--- config.mk ---
export PLATFORM = sky130hd
export DESIGN_NAME = fetch_controller
export DESIGN_NICKNAME = d
export VERILOG_FILES = /design/src/rtl/fetch_controller.sv
export SDC_FILE = /design/constraint.sdc
export NUM_CORES = 1
export LEC_CHECK = 0
export CAP_MARGIN = 15
export CORE_UTILIZATION = 37
export CTS_CLUSTER_SIZE = 28
export DETAILED_ROUTE_END_ITERATION = 16
export PLACE_DENSITY = 0.85
export SYNTH_ARGS = -nofsm -noshare
export SYNTH_HDL_FRONTEND = slang
export SYNTH_SLANG_ARGS = --single-unit
--- constraint.sdc ---
create_clock -name clk -period 1.5 [get_ports clk]
set_input_delay 0.3 -clock clk [delete_from_list [all_inputs] [get_ports clk]]
set_output_delay 0.3 -clock clk [all_outputs]
set_load 0.01 [all_outputs]
--- src/rtl/fetch_controller.sv ---
// rtl/fetch_controller.sv - instruction-fetch sequencer between PC and instruction memory
module fetch_controller #(
    parameter int ADDR_W  = 32,
    parameter int DATA_W  = 32,
    parameter int TIMEOUT = 15
) (
    input  logic              clk,
    input  logic              reset,
    input  logic [ADDR_W-1:0] pc,
    input  logic              halt,
    input  logic              flush,
    output logic              stall,
    output logic              confirm,
    output logic              mem_req,
    output logic [ADDR_W-1:0] mem_addr,
    input  logic              mem_ack,
    input  logic [DATA_W-1:0] mem_rdata,
    output logic [DATA_W-1:0] instr,
    output logic              instr_valid,
    output logic              fetch_err
);

    localparam int               CNT_W    = $clog2(TIMEOUT + 1);
    localparam logic [CNT_W-1:0] CNT_LAST = CNT_W'(TIMEOUT - 1);

    typedef enum logic [2:0] {
        S_IDLE,
        S_WAIT,
        S_RESP,
        S_DISCARD,
        S_ERROR
    } state_t;

    state_t           state;
    logic [CNT_W-1:0] wait_cnt;
    logic             expire;

    // The current no-ack cycle is the TIMEOUT-th in a row; leaving here keeps the counter from wrapping.
    assign expire = (wait_cnt == CNT_LAST);

    // PC handshake strobes: announce only an undisturbed RESP, and hold the PC unless halted in IDLE.
    always_comb begin
        confirm     = 1'b0;
        instr_valid = 1'b0;
        stall       = 1'b1;
        if (state == S_RESP && !halt && !flush) begin
            confirm     = 1'b1;
            instr_valid = 1'b1;
        end
        if (state == S_IDLE && halt) begin
            stall = 1'b0;
        end
    end

    // Fetch sequencer: issue, wait for ack (or drain a flushed request), deliver, or lock up on timeout.
    always_ff @(posedge clk) begin
        if (!reset) begin
            state     <= S_IDLE;
            mem_req   <= 1'b0;
            mem_addr  <= '0;
            instr     <= '0;
            fetch_err <= 1'b0;
            wait_cnt  <= '0;
        end else begin
            case (state)
                S_IDLE: begin
                    if (!halt) begin
                        mem_addr <= pc;
                        mem_req  <= 1'b1;
                        wait_cnt <= '0;
                        state    <= S_WAIT;
                    end
                end
                S_WAIT: begin
                    if (flush) begin
                        if (mem_ack) begin
                            mem_req <= 1'b0;
                            state   <= S_IDLE;
                        end else if (expire) begin
                            mem_req   <= 1'b0;
                            fetch_err <= 1'b1;
                            state     <= S_ERROR;
                        end else begin
                            wait_cnt <= wait_cnt + CNT_W'(1);
                            state    <= S_DISCARD;
                        end
                    end else if (mem_ack) begin
                        instr   <= mem_rdata;
                        mem_req <= 1'b0;
                        state   <= S_RESP;
                    end else if (expire) begin
                        mem_req   <= 1'b0;
                        fetch_err <= 1'b1;
                        state     <= S_ERROR;
                    end else begin
                        wait_cnt <= wait_cnt + CNT_W'(1);
                    end
                end
                S_DISCARD: begin
                    if (mem_ack) begin
                        mem_req <= 1'b0;
                        state   <= S_IDLE;
                    end else if (expire) begin
                        mem_req   <= 1'b0;
                        fetch_err <= 1'b1;
                        state     <= S_ERROR;
                    end else begin
                        wait_cnt <= wait_cnt + CNT_W'(1);
                    end
                end
                S_RESP: begin
                    state <= S_IDLE;
                end
                S_ERROR: begin
                    mem_req <= 1'b0;
                end
                default: begin
                    mem_req <= 1'b0;
                    state   <= S_IDLE;
                end
            endcase
        end
    end

endmodule

==> flow_results.org, run 1 <==
** Synth
- After synthesis, the share of cell area in mux cells is 0%.
- Count leader, synth :: sky130_fd_sc_hd__dfxtp_1
- For this run, asynchronously set or reset flops after synthesis account for 0%.
- Sequential area share after synthesis :: 47.00%
- The number of nets handed over by synthesis was approximately 410.
- In the post-synthesis netlist, the biggest area contributors are sky130_fd_sc_hd__dfxtp_1 47%, sky130_fd_sc_hd__o21a_1 8.7%, sky130_fd_sc_hd__a21boi_0 8.5%, sky130_fd_sc_hd__nand2_1 8.0%, sky130_fd_sc_hd__a21boi_1 7.7%.
- The number of different library cells used by synthesis comes to 35.
- The synthesized netlist devotes 27.08% of its cell area to compound gates.
- Post-synth top flop :: sky130_fd_sc_hd__dfxtp_1
- Dominant combinational cell family by area after synthesis :: compound AO/OA/AOI/OAI gates
- Synthesis produced a netlist whose cell count is roughly 340.
- Post-synthesis simple-gate area fraction :: 19.32%
- Sorting the synthesized cells by how often they occur yields 73 x sky130_fd_sc_hd__dfxtp_1, 66 x sky130_fd_sc_hd__nand2_1, 36 x sky130_fd_sc_hd__o21a_1.
- After synthesis the cells add up to between 0.003 and 0.004 mm².
- Post-synth EDFFs :: 0
- After synthesis, the largest area contributor takes up a little under half of total cell area.
- Post-synthesis share of cell area spent on xor and xnor gates :: 0%
- Yosys warnings :: 0
- Synth Area in Adders :: less than 1%
- A synthesized cell averages 9.091 µm².
- The largest total area in the synthesized netlist belongs to sky130_fd_sc_hd__dfxtp_1.
- Register bit count reported by yosys :: 73

** Timing
- Worst-margin pin slew :: a little under 0.5 ns
- The number of hold violations in the final report was 0.
- Setup repair after global routing could not meet its margin everywhere.
- Maximum operating frequency :: 603.0 MHz
- Fin. max-slew vios :: 0
- The clock arrives with around 0.0087 ns of skew.
- Number of failing setup endpoints in the final timing report :: slightly above 70
- Once routing completed, OpenROAD measured the worst setup slack at -0.1583 ns.
- Of the available clock period, the critical path in the final layout requires 110.6%.
- Worst slew margin relative to its limit :: 66.60%
- Min cycle time layout :: 1.658 ns

** Drt
- DRC marker count from the first detailed-route iteration :: 89
- Final routed wire length divided by cell count :: about 16 µm
- Dividing the detail-routed via count by the number of cells gives 5.118.
- The detail route stage leaves a number of antenna-violating nets equal to 0.
- The first detailed-routing pass took 4 iterations.
- DRT Wirelength :: 9814 µm
- Drc violations :: 0
- Across all layers, the routed design uses a little over 3000 vias.

** Worst hold path
- In this run the worst hold path is classified as primary input to register.
- The worst hold path terminates at state[2].
- Hold path cells :: 2
- In this run the most critical hold path is launched from reset.

** Clock network
- CTS sink count :: 73
- Clock Latency Late Sink :: 0.34 ns
- Inserted Clock Buffers :: 9
- Max clock buf depth :: 2
- Clock tree root buffer cell :: sky130_fd_sc_hd__clkbuf_8
- The clock tree synthesis step divided the H-tree into 3 levels.
- TritonCTS built the clock tree.
- After clock tree synthesis, the clock-pin slew on the worst setup and hold paths is roughly 0.08 ns.

** Worst setup path
- In this run the critical register-to-register path is launched from state[2].
- Terminus of the critical flop-to-flop path :: mem_addr[8]
- Worst r2r path cells :: 6
- In this run the register-to-register setup slack is -0.16 ns.
- STA classifies the critical path endpoint as a register.
- STA classifies the critical path startpoint as a register.
- The setup path with the least slack is of type register to register.
- Along the worst path, the maximum fanout reaches 8.
- Endpoint required time on the critical path :: roughly 1.7 ns
- Data arrives at the worst endpoint at around 1.9 ns.

** Placement
- Once placement finished, the instance area stood at between 0.004 and 0.005 mm².
- Port buffer count :: 137
- Post-placement cell count :: approximately 570
- Once detailed placement completed, the half-perimeter wirelength came to roughly 5300 µm.
- The congestion estimate from routability-driven global placement came to 0.7734.

** Layout
- Post-route non-filler standard cell count :: 602
- Total non-filler cell area in the finished layout :: about 0.0055 mm²
- In the final design database the tool counted roughly 560 nets.
- Area overhead of the layout relative to synthesis :: 78.03%
- For this run, the share of the core covered by cells in the final layout is between 60% and 70%.
- 0 antenna diodes ended up in the layout.
- Cells with a size suffix above 1 make up about 29% of the layout.

** Global routing
- Global routing used 20.81% of the available tracks.
- Entering global routing, the biggest net connects 70 pins.
- Wire length of the first global-routing pass :: around 14000 µm
- Remaining global-route overflow :: 0
- Via count of the first global-routing pass :: roughly 3000
- Initial antenna violation count :: 0

** Power and ir drop
- For this design the static power due to leakage is 2.510 nW.
- For this design the ratio of total power to cell area is between 800 and 900 mW/mm².
- Worst voltage drop across the vdd grid :: 0.5157 mV

** Floorplanning
- Die Ht :: approximately 94 µm
- In this run the standard cell core region covers around 0.0082 mm².
- Die outline area :: approximately 0.009 mm²
- For this configuration, the core starts out at a cell density of about two fifths.
- In this run the count of I/O pins placed on the die edge is 138.
- After floorplanning, the core was divided into 33 placement rows.
- The die is approximately 94 µm wide.

** Run
- Max-cap check violation count :: 0

** Outcome
- The run finished, with violations left.
- Violated checks :: setup timing
## flip-flops by register name (all words and copies together), names as in the netlist
| signal | count |
|---|---|
| fetch_err | 1 |
| mem_addr | 32 |
| wait_cnt | 4 |
| state | 3 |
| mem_req | 1 |
| instr | 32 |
## layout by cell type, fill, tap and decap left out, types with 14 or more instances in the layout
cell and n:
sky130_fd_sc_hd__a21boi_1 33, sky130_fd_sc_hd__a21boi_2 26, sky130_fd_sc_hd__and3_1 15, sky130_fd_sc_hd__and3_4 18, sky130_fd_sc_hd__buf_4 14, sky130_fd_sc_hd__clkdlybuf4s50_1 64, sky130_fd_sc_hd__dfxtp_1 71, sky130_fd_sc_hd__dlygate4sd2_1 68
sky130_fd_sc_hd__nand2_1 34, sky130_fd_sc_hd__nand2_4 23, sky130_fd_sc_hd__o21a_1 36
## final cells by class
type	count	area, µm²
well taps	105	131.4
repair buffers	173	1821
fillers	646	2640
inverters	2	7.507
flip-flops and latches	73	1464
clock buffers	10	127.6
multi-input cells	233	1917
clock inverters	6	67.56
## how the worst max path moves through the flow
stage / startpoint / to / slack, ns / cells past startpoint
CTS: state[0] / confirm / -0.15 / 4
global placement: halt / stall / -0.64 / 3
finish: state[2] / mem_addr[8] / -0.16 / 6
global route: state[2] / instr[24] / -0.20 / 8
detailed placement: halt / stall / -0.69 / 3
floorplan: state[2] / mem_addr[27] / 0.03 / 6
## stage by stage
| step | hold WS, ns | setup WS [ns] | power (W) | setup TNS (ns) |
|---|---|---|---|---|
| floorplan | 0.4348 | 0.02908 | 0.002414 | 0 |
| global placement | 0.4406 | -0.6415 | 0.002825 | -23.90 |
| detailed placement | 0.4451 | -0.6907 | 0.002845 | -26.74 |
| CTS | 0.2557 | -0.1538 | 0.004503 | -6.339 |
| global route | 0.2598 | -0.2022 | 0.004785 | -11.73 |
| finish | 0.2606 | -0.1583 | 0.004596 | -7.932 |
## kinds of logic after synthesis
family          after synthesis
simple gates                119
compound gates              112
flops                        73
buf+inv                      36
fa+ha+maj                     2
## report_power, final
group          total (W)  internal, W  leakage [nW]  switching [W]
registers        0.00209      0.00202         0.596      0.0000647
logic           0.000961     0.000544          1.82       0.000416
clock network    0.00155     0.000775        0.0929       0.000774
total            0.00460      0.00334          2.51        0.00126
## worst max-delay path, cell delays in order (launching register included)
cell and delay, ns:
sky130_fd_sc_hd__dfxtp_2 0.33, sky130_fd_sc_hd__buf_6 0.12, sky130_fd_sc_hd__buf_8 0.13, sky130_fd_sc_hd__or4_4 0.61
sky130_fd_sc_hd__clkbuf_16 0.23, sky130_fd_sc_hd__nand2_2 0.06, sky130_fd_sc_hd__a21boi_1 0.06
## per-layer routing
metal	part of all wire [%]	up-vias	track usage (%)	wire length (µm)
met3	7.1	15	5.744	695
met2	51	109	38.73	5052
met1	40	1464	22.71	3879
met4	1.9	0	6.538	186
li1	-	1493	-	-
met5	0	-	0	0
## what timing repair did
action,in CTS,in global routing
gates cloned,8,3
pin swaps,50,89
hold buffers,0,0
resized for setup,144,94
setup buffers,9,2
setup endpoints to repair,137,73
Power figures use the tool's default switching activity.
==> run 2: changes to the inputs <==
--- a/config.mk
+++ b/config.mk
@@ -9,7 +9,7 @@
 export CORE_UTILIZATION = 37
 export CTS_CLUSTER_SIZE = 28
 export DETAILED_ROUTE_END_ITERATION = 16
-export PLACE_DENSITY = 0.85
+export PLACE_DENSITY_LB_ADDON = 0.15
 export SYNTH_ARGS = -nofsm -noshare
 export SYNTH_HDL_FRONTEND = slang
 export SYNTH_SLANG_ARGS = --single-unit
==> run 2 against run 1 <==
The flow still finishes with violations (setup timing); first-iteration DRC count down 28%; critical path depth stayed put; sequential cell count stayed put; clock skew is essentially flat; cell count increased by 1.0%.
==> flow_results.org, run 2 (synthesized netlist as in run 1, its figures left out) <==
** Layout
- The number of antenna diodes in the final layout is 0.
- In the final layout, the share of cells above drive strength 1 is about 24%.
- In the final design database the tool counted around 570 nets.
- Area overhead of the layout relative to synthesis :: 74.89%
- The library cell used most frequently in the layout, excluding fill and tap cells, is sky130_fd_sc_hd__dfxtp_1.
- Top Registers :: instr: 32 flops, mem_addr: 32 flops, wait_cnt: 4 flops
- Post-route non-filler standard cell count :: around 600
- In the layout the commonest cells are 71 x sky130_fd_sc_hd__dfxtp_1, 68 x sky130_fd_sc_hd__dlygate4sd2_1, 65 x sky130_fd_sc_hd__clkdlybuf4s50_1.

** Floorplanning
- The floorplan step set the die width to 93.67 µm.
- The floorplan step defined a die boundary enclosing roughly 0.0088 mm².
- Row generation in the floorplan step produced 33 rows.
- Die Ht :: between 90 and 100 µm
- In this run the standard cell core region covers slightly above 0.008 mm².
- Starting density of the core :: a little under two fifths
- Ports placed on the boundary :: 138

** Worst setup path
- The worst register-to-register path has a setup slack of -0.13 ns.
- Terminus of the critical flop-to-flop path :: wait_cnt[1]
- Of all nets on the critical path, the largest fanout is 7.
- Startpoint class of the critical path :: register
- The worst register-to-register path has a depth of 6.
- Endpoint required time on the critical path :: around 1.7 ns
- CP endpoint kind :: register
- The critical path is of the register to register type.
- In this run the critical register-to-register path is launched from state[0].
- Arr. time, crit path :: 1.85 ns

** Worst hold path
- Hold path cells :: 2
- Type of the most critical hold path :: primary input to register
- For hold timing, the worst endpoint is mem_addr[6].
- In this run the most critical hold path is launched from reset.

** Power and ir drop
- The design draws about 0.0044 W.
- The analysis attributes to cell leakage a power of between 2 and 2.5 nW.
- Power spread over the standard cell area amounts to around 800 mW/mm².
- Worst voltage drop across the vdd grid :: roughly 0.55 mV

** Clock network
- Max clock buf depth :: 2
- Hold-fix buffers at CTS :: 0
- Clock tree from TritonCTS :: yes
- Inserted Clock Buffers :: 9
- Clock tree root buffer cell :: sky130_fd_sc_hd__clkbuf_8
- The later pin in the worst-skew pair is clocked with a latency of 0.33 ns.
- The tree built by TritonCTS fans out to 73 sinks.
- Clock-pin slew was measured on the worst setup and hold paths at about 0.08 ns.
- H-tree depth :: 3

** Placement
- Placer's final routability congestion estimate :: around 0.73
- Post-placement cell count :: 570
- Placed wire-length estimate after detailed placement :: between 5000 and 6000 µm
- Buffers placed on the I/O ports in this run total ~140.

** Global routing
- Entering global routing, the biggest net connects between 40 and 50 pins.
- The number of global-route vias before repair came to ~2800.
- Remaining global-route overflow :: 0
- Global routing used approximately a fifth of the available tracks.
- Initial antenna violation count :: 0
- Wire length of the first global-routing pass :: 13380 µm

** Timing
- Unrepaired setup endpoints after global routing :: yes
- Fin. max-slew vios :: 0
- Clock skew on the completed layout was measured at between 0.008 and 0.009 ns.
- The worst pin sits at a relative slew slack of 74.72%.
- Number of hold violations in the final report :: 0
- Minimum setup slack in the final design :: -0.1345 ns
- Min cycle time layout :: approximately 1.6 ns
- Final worst hold slack :: 0.3804 ns
- Setup violations remaining at the end of the flow were counted as 70.
- Derived from the worst setup path, the maximum achievable clock frequency is 611.8 MHz.
- Dividing the final minimum period by the clock period gives 109.0%.
- Worst-margin pin slew :: about 0.38 ns

** Drt
- Routed Antenna Nets :: 0
- Detail-routed via count per cell :: a little under 5
- For this block, the via count after detailed routing is about 3000.
- Number of detailed-route iterations in the first pass :: 6
- In the final routed layout, each cell accounts on average for roughly 15 µm.
- Drc violations :: 0
- After the first detailed-routing iteration, the DRC count stood at 64.
- DRT Wirelength :: about 9000 µm

** Run
- The tool flagged a number of max-cap violations equal to 0.

** Outcome
- The run finished, with violations left.
- The final reports fail on setup timing.
[run 2: how the worst max path moves through the flow]
stage | cells past startpoint | slack (ns) | start | endpoint
final | 6 | -0.13 | state[0] | wait_cnt[1]
after global routing | 6 | -0.18 | state[0] | mem_addr[13]
after CTS | 2 | -0.16 | state[0] | stall
after detailed placement | 3 | -0.65 | halt | stall
after global placement | 3 | -0.65 | halt | stall
after floorplan | 6 | 0.03 | state[2] | mem_addr[27]
[run 2: repair_timing]
action                     in CTS  in global routing
buffers inserted               11                  1
gates resized for setup       148                 42
cloned                          8                  5
setup endpoints to repair     137                 74
pin swaps                      54                 53
[run 2: metal layers]
metal  vias to the layer above  GRT usage, %  part of all wire [%]
met5                         -             0                     0
met4                         0         5.385                  0.65
met3                         5         6.877                   7.3
met2                        93         33.39                    49
met1                      1416         22.98                    43
li1                       1499             -                     -
[run 2: per-stage QoR]
| step | setup slack [ns] | cell area, µm² | TNS (ns) | utilization [%] |
|---|---|---|---|---|
| 4_1_cts | -0.1616 | 5149 | -5.820 | 62.98 |
| 3_5_place_dp | -0.6473 | 4627 | -23.03 | 56.60 |
| 5_1_grt | -0.1834 | 5438 | -9.153 | 66.51 |
| 2_1_floorplan | 0.02908 | 3109 | 0 | - |
| 6_report | -0.1345 | 5438 | -5.781 | 66.51 |
| 3_3_place_gp | -0.6461 | 4627 | -22.39 | 56.60 |
[run 2: worst max-delay path: stages, from the launching register on]
cell and delay, ns:
sky130_fd_sc_hd__dfxtp_2 0.33, sky130_fd_sc_hd__buf_6 0.12, sky130_fd_sc_hd__buf_8 0.12, sky130_fd_sc_hd__or4_4 0.60
sky130_fd_sc_hd__buf_8 0.18, sky130_fd_sc_hd__o211ai_1 0.08, sky130_fd_sc_hd__a21boi_1 0.08
[run 2: cell type report]
type | count | area [µm²]
multi-input cells | 233 | 1757
repair buffers | 182 | 1909
fillers | 697 | 2738
inverters | 2 | 7.507
flip-flops and latches | 73 | 1464
well taps | 105 | 131.4
clock buffers | 13 | 168.9
[run 2: report_power, final]
part           total, W  switching [W]  internal [W]
registers       0.00207      0.0000444       0.00202
logic          0.000916       0.000377      0.000539
clock network   0.00137       0.000659      0.000711
==> run 3: changes to the inputs <==
--- a/config.mk
+++ b/config.mk
@@ -6,6 +6,7 @@
 export NUM_CORES = 1
 export LEC_CHECK = 0
 export CAP_MARGIN = 15
+export CORE_MARGIN = 2
 export CORE_UTILIZATION = 37
 export CTS_CLUSTER_SIZE = 28
 export DETAILED_ROUTE_END_ITERATION = 16
==> run 3 against run 2 <==
The run still ends with setup timing left; power increased by 14%; largest cell class unchanged; count of clock-buffer cells in the layout decreased by 1; cell count decreased by 0.33%; sequential share of layout area about the same; register-to-register slack about the same; utilization about the same.
==> flow_results.org, run 3 (synthesized netlist as in run 1, its figures left out) <==
** Timing
- Derived from the worst setup path, the maximum achievable clock frequency is 606.7 MHz.
- Fin. max-slew vios :: 0
- Setup repair after global routing could not meet its margin everywhere.
- Setup violations remaining at the end of the flow were counted as 72.
- Total negative slack :: -7.271 ns
- Subtracting the final worst setup slack from the clock period gives 1.648 ns.
- Minimum setup slack in the final design :: -0.1482 ns
- Post-Route Skew :: between 0.005 and 0.006 ns
- Of the available clock period, the critical path in the final layout requires 109.9%.
- Final worst hold slack :: between 0.3 and 0.4 ns
- For the pin with the worst max-slew slack, the measured transition is around 0.34 ns.
- The worst pin sits at a relative slew slack of ~77%.
- The number of hold violations in the final report is 0.

** Layout
- The final layout contains 567 nets.
- In the final layout, the registers with the most flip-flops are instr: 32 flops, mem_addr: 32 flops, wait_cnt: 4 flops.
- In the layout the commonest cells are 71 x sky130_fd_sc_hd__dfxtp_1, 68 x sky130_fd_sc_hd__dlygate4sd2_1, 64 x sky130_fd_sc_hd__clkdlybuf4s50_1.
- Relative to the synthesized area, the layout overhead comes to 74.97%.
- # diodes :: 0
- The library cell used most frequently in the layout, excluding fill and tap cells, is sky130_fd_sc_hd__dfxtp_1.
- Cells fill roughly two thirds of the core in the end.
- Layout cell share with drive strength beyond 1 :: 21.56%
- Excluding fillers, the count of instances in the completed layout stands at 606.

** Placement
- Prior to clock tree synthesis, the placed netlist has a worst setup slack of -0.6521 ns.
- Placer's final routability congestion estimate :: roughly 0.74
- Placed wire-length estimate after detailed placement :: 5261 µm
- Once placement completed, the tool counted placed cells totaling ~570.
- Buffers placed on the I/O ports in this run total 137.

** Drt
- For this run, design rule violations remaining after detail routing come to 0.
- The count of nets left with antenna violations once routing finished came out at 0.
- DRT Wirelength :: 9281 µm
- In the routed layout, each cell is associated on average with a via count of between 4 and 5.
- Final routed wire length divided by cell count :: approximately 15 µm
- The routed layout has around 3000 vias.
- The first detailed-routing pass took 4 iterations.
- The first routing iteration left between 70 and 80 violations.

** Outcome
- Violated checks :: setup timing
- Result of the run :: finished with violations

** Power and ir drop
- Sequential power share :: a little over two fifths
- Internal power :: between 0.003 and 0.004 W
- Reported net switching power :: between 0.001 and 0.0015 W
- In this run switching power makes up 23.32% of total power.
- Total power density per cell area :: 910.3 mW/mm²
- Logic gate share of total power :: a little under a fifth
- In this run the static leakage power is between 2 and 3 nW.
- Worst voltage drop across the vdd grid :: around 0.54 mV
- Clk network pwr share :: between 30% and 40%

** Run
- Max-cap violations in this run came to 0.

** Floorplanning
- Starting density of the core :: between 30% and 40%
- Width of the chip :: ~96 µm
- Die Ht :: approximately 96 µm
- The die covers slightly above 0.009 mm².
- In this run the count of I/O pins placed on the die edge is 138.
- In this run the core area contains 33 standard-cell rows.
- Placeable core region :: between 0.008 and 0.009 mm²

** Worst setup path
- At the worst endpoint, the required time is ~1.7 ns.
- For flop-to-flop paths, the worst setup slack is -0.15 ns.
- CP endpoint kind :: register
- The startpoint identified for the worst register-to-register timing path is state[2].
- Startpoint class of the critical path :: register
- Largest fanout on the critical path :: 12
- Arr. time, crit path :: around 1.9 ns
- Worst r2r path cells :: 6
- Type of the worst setup path :: register to register
- In this run the critical register-to-register path is captured at wait_cnt[1].

** Clock network
- Clock tree root buffer cell :: sky130_fd_sc_hd__clkbuf_8
- The number of hold buffers added after CTS was 0.
- Inserted Clock Buffers :: 9
- Clock tree from TritonCTS :: yes
- In this run the number of H-tree levels came out at 3.
- After clock tree synthesis, the clock-pin slew on the worst setup and hold paths is approximately 0.080 ns.
- CTS saw 73 sinks.
- In this run the deepest clock path goes through 2 buffers.
- For the worst-skew pair, the clock arrives at the later sink with an insertion delay of 0.34 ns.

** Global routing
- Entering global routing, the biggest net connects 66 pins.
- Wire length of the first global-routing pass :: about 13000 µm
- Initial antenna violation count :: 0
- Via count of the first global-routing pass :: ~2800
- Tot GR Track Use :: a little under a fifth
- Remaining global-route overflow :: 0

** Worst hold path
- In this run the most critical hold path is launched from reset.
- Type of the most critical hold path :: primary input to register
- Endpoint of the worst hold path :: state[2]
- Hold path cells :: 2
run 3: cell count changes in the layout (fill, tap and decap cells not counted), sizes merged:
cell / before / now
clkinvlp: 0 / 1
bufinv: 0 / 3
clkdlybuf4s50: 65 / 64
buf: 45 / 40
run 3: through the flow:
step / power (W) / area, µm²
after CTS: 0.004912 / 5234
after global routing: 0.005156 / 5440
final: 0.004952 / 5440
after global placement: 0.002829 / 4624
after floorplan: 0.002414 / 3109
after detailed placement: 0.002838 / 4624
run 3: worst max path at each step:
stage	startpoint	to	cells past startpoint
3_5_place_dp	halt	stall	3
2_1_floorplan	state[2]	mem_addr[27]	6
3_3_place_gp	halt	stall	3
4_1_cts	state[2]	stall	2
6_report	state[2]	wait_cnt[1]	6
5_1_grt	state[2]	instr[24]	8
run 3: layer usage:
layer  part of all wire [%]  GRT usage [%]  vias to the layer above  wire [µm]
li1                       -              -                     1494          -
met1                     41          22.99                     1409       3827
met2                     50          31.29                       98       4663
met3                    7.5          6.245                        7        694
met4                    1.0          7.143                        0         96
met5                      0              0                        -          0
run 3: final cells by class:
cell class / count / area [µm²]
clock buffers: 12 / 165.2
clock inverters: 4 / 97.59
fillers: 664 / 2735
inverters: 2 / 7.507
multi-input cells: 233 / 1715
flip-flops and latches: 73 / 1464
well taps: 105 / 131.4
repair buffers: 177 / 1859
run 3: worst max-delay path, stage by stage, from the launching register on:
cell                       delay, ns
sky130_fd_sc_hd__dfxtp_2        0.33
sky130_fd_sc_hd__buf_6          0.12
sky130_fd_sc_hd__buf_6          0.12
sky130_fd_sc_hd__or4_4          0.61
sky130_fd_sc_hd__buf_8          0.18
sky130_fd_sc_hd__o211ai_1       0.08
sky130_fd_sc_hd__a21boi_1       0.09
run 3: what timing repair did:
action / 4_1_cts / 5_1_grt
gates cloned: 6 / 5
endpoints found under the setup margin: 137 / 72
setup buffers: 15 / 2
pin swaps: 29 / 36
gates resized for setup: 139 / 51
run 3: power groups by stage:
| stage | clock (W) | combinational (W) | sequential, W |
|---|---|---|---|
| 4_1_cts | 0.00203 | 0.000826 | 0.00206 |
| 3_5_place_dp | 0 | 0.000732 | 0.00211 |
| 6_report | 0.00197 | 0.000913 | 0.00207 |
| 3_3_place_gp | 0 | 0.000726 | 0.00210 |
| 2_1_floorplan | 0 | 0.000270 | 0.00214 |
| 5_1_grt | 0.00209 | 0.000981 | 0.00208 |
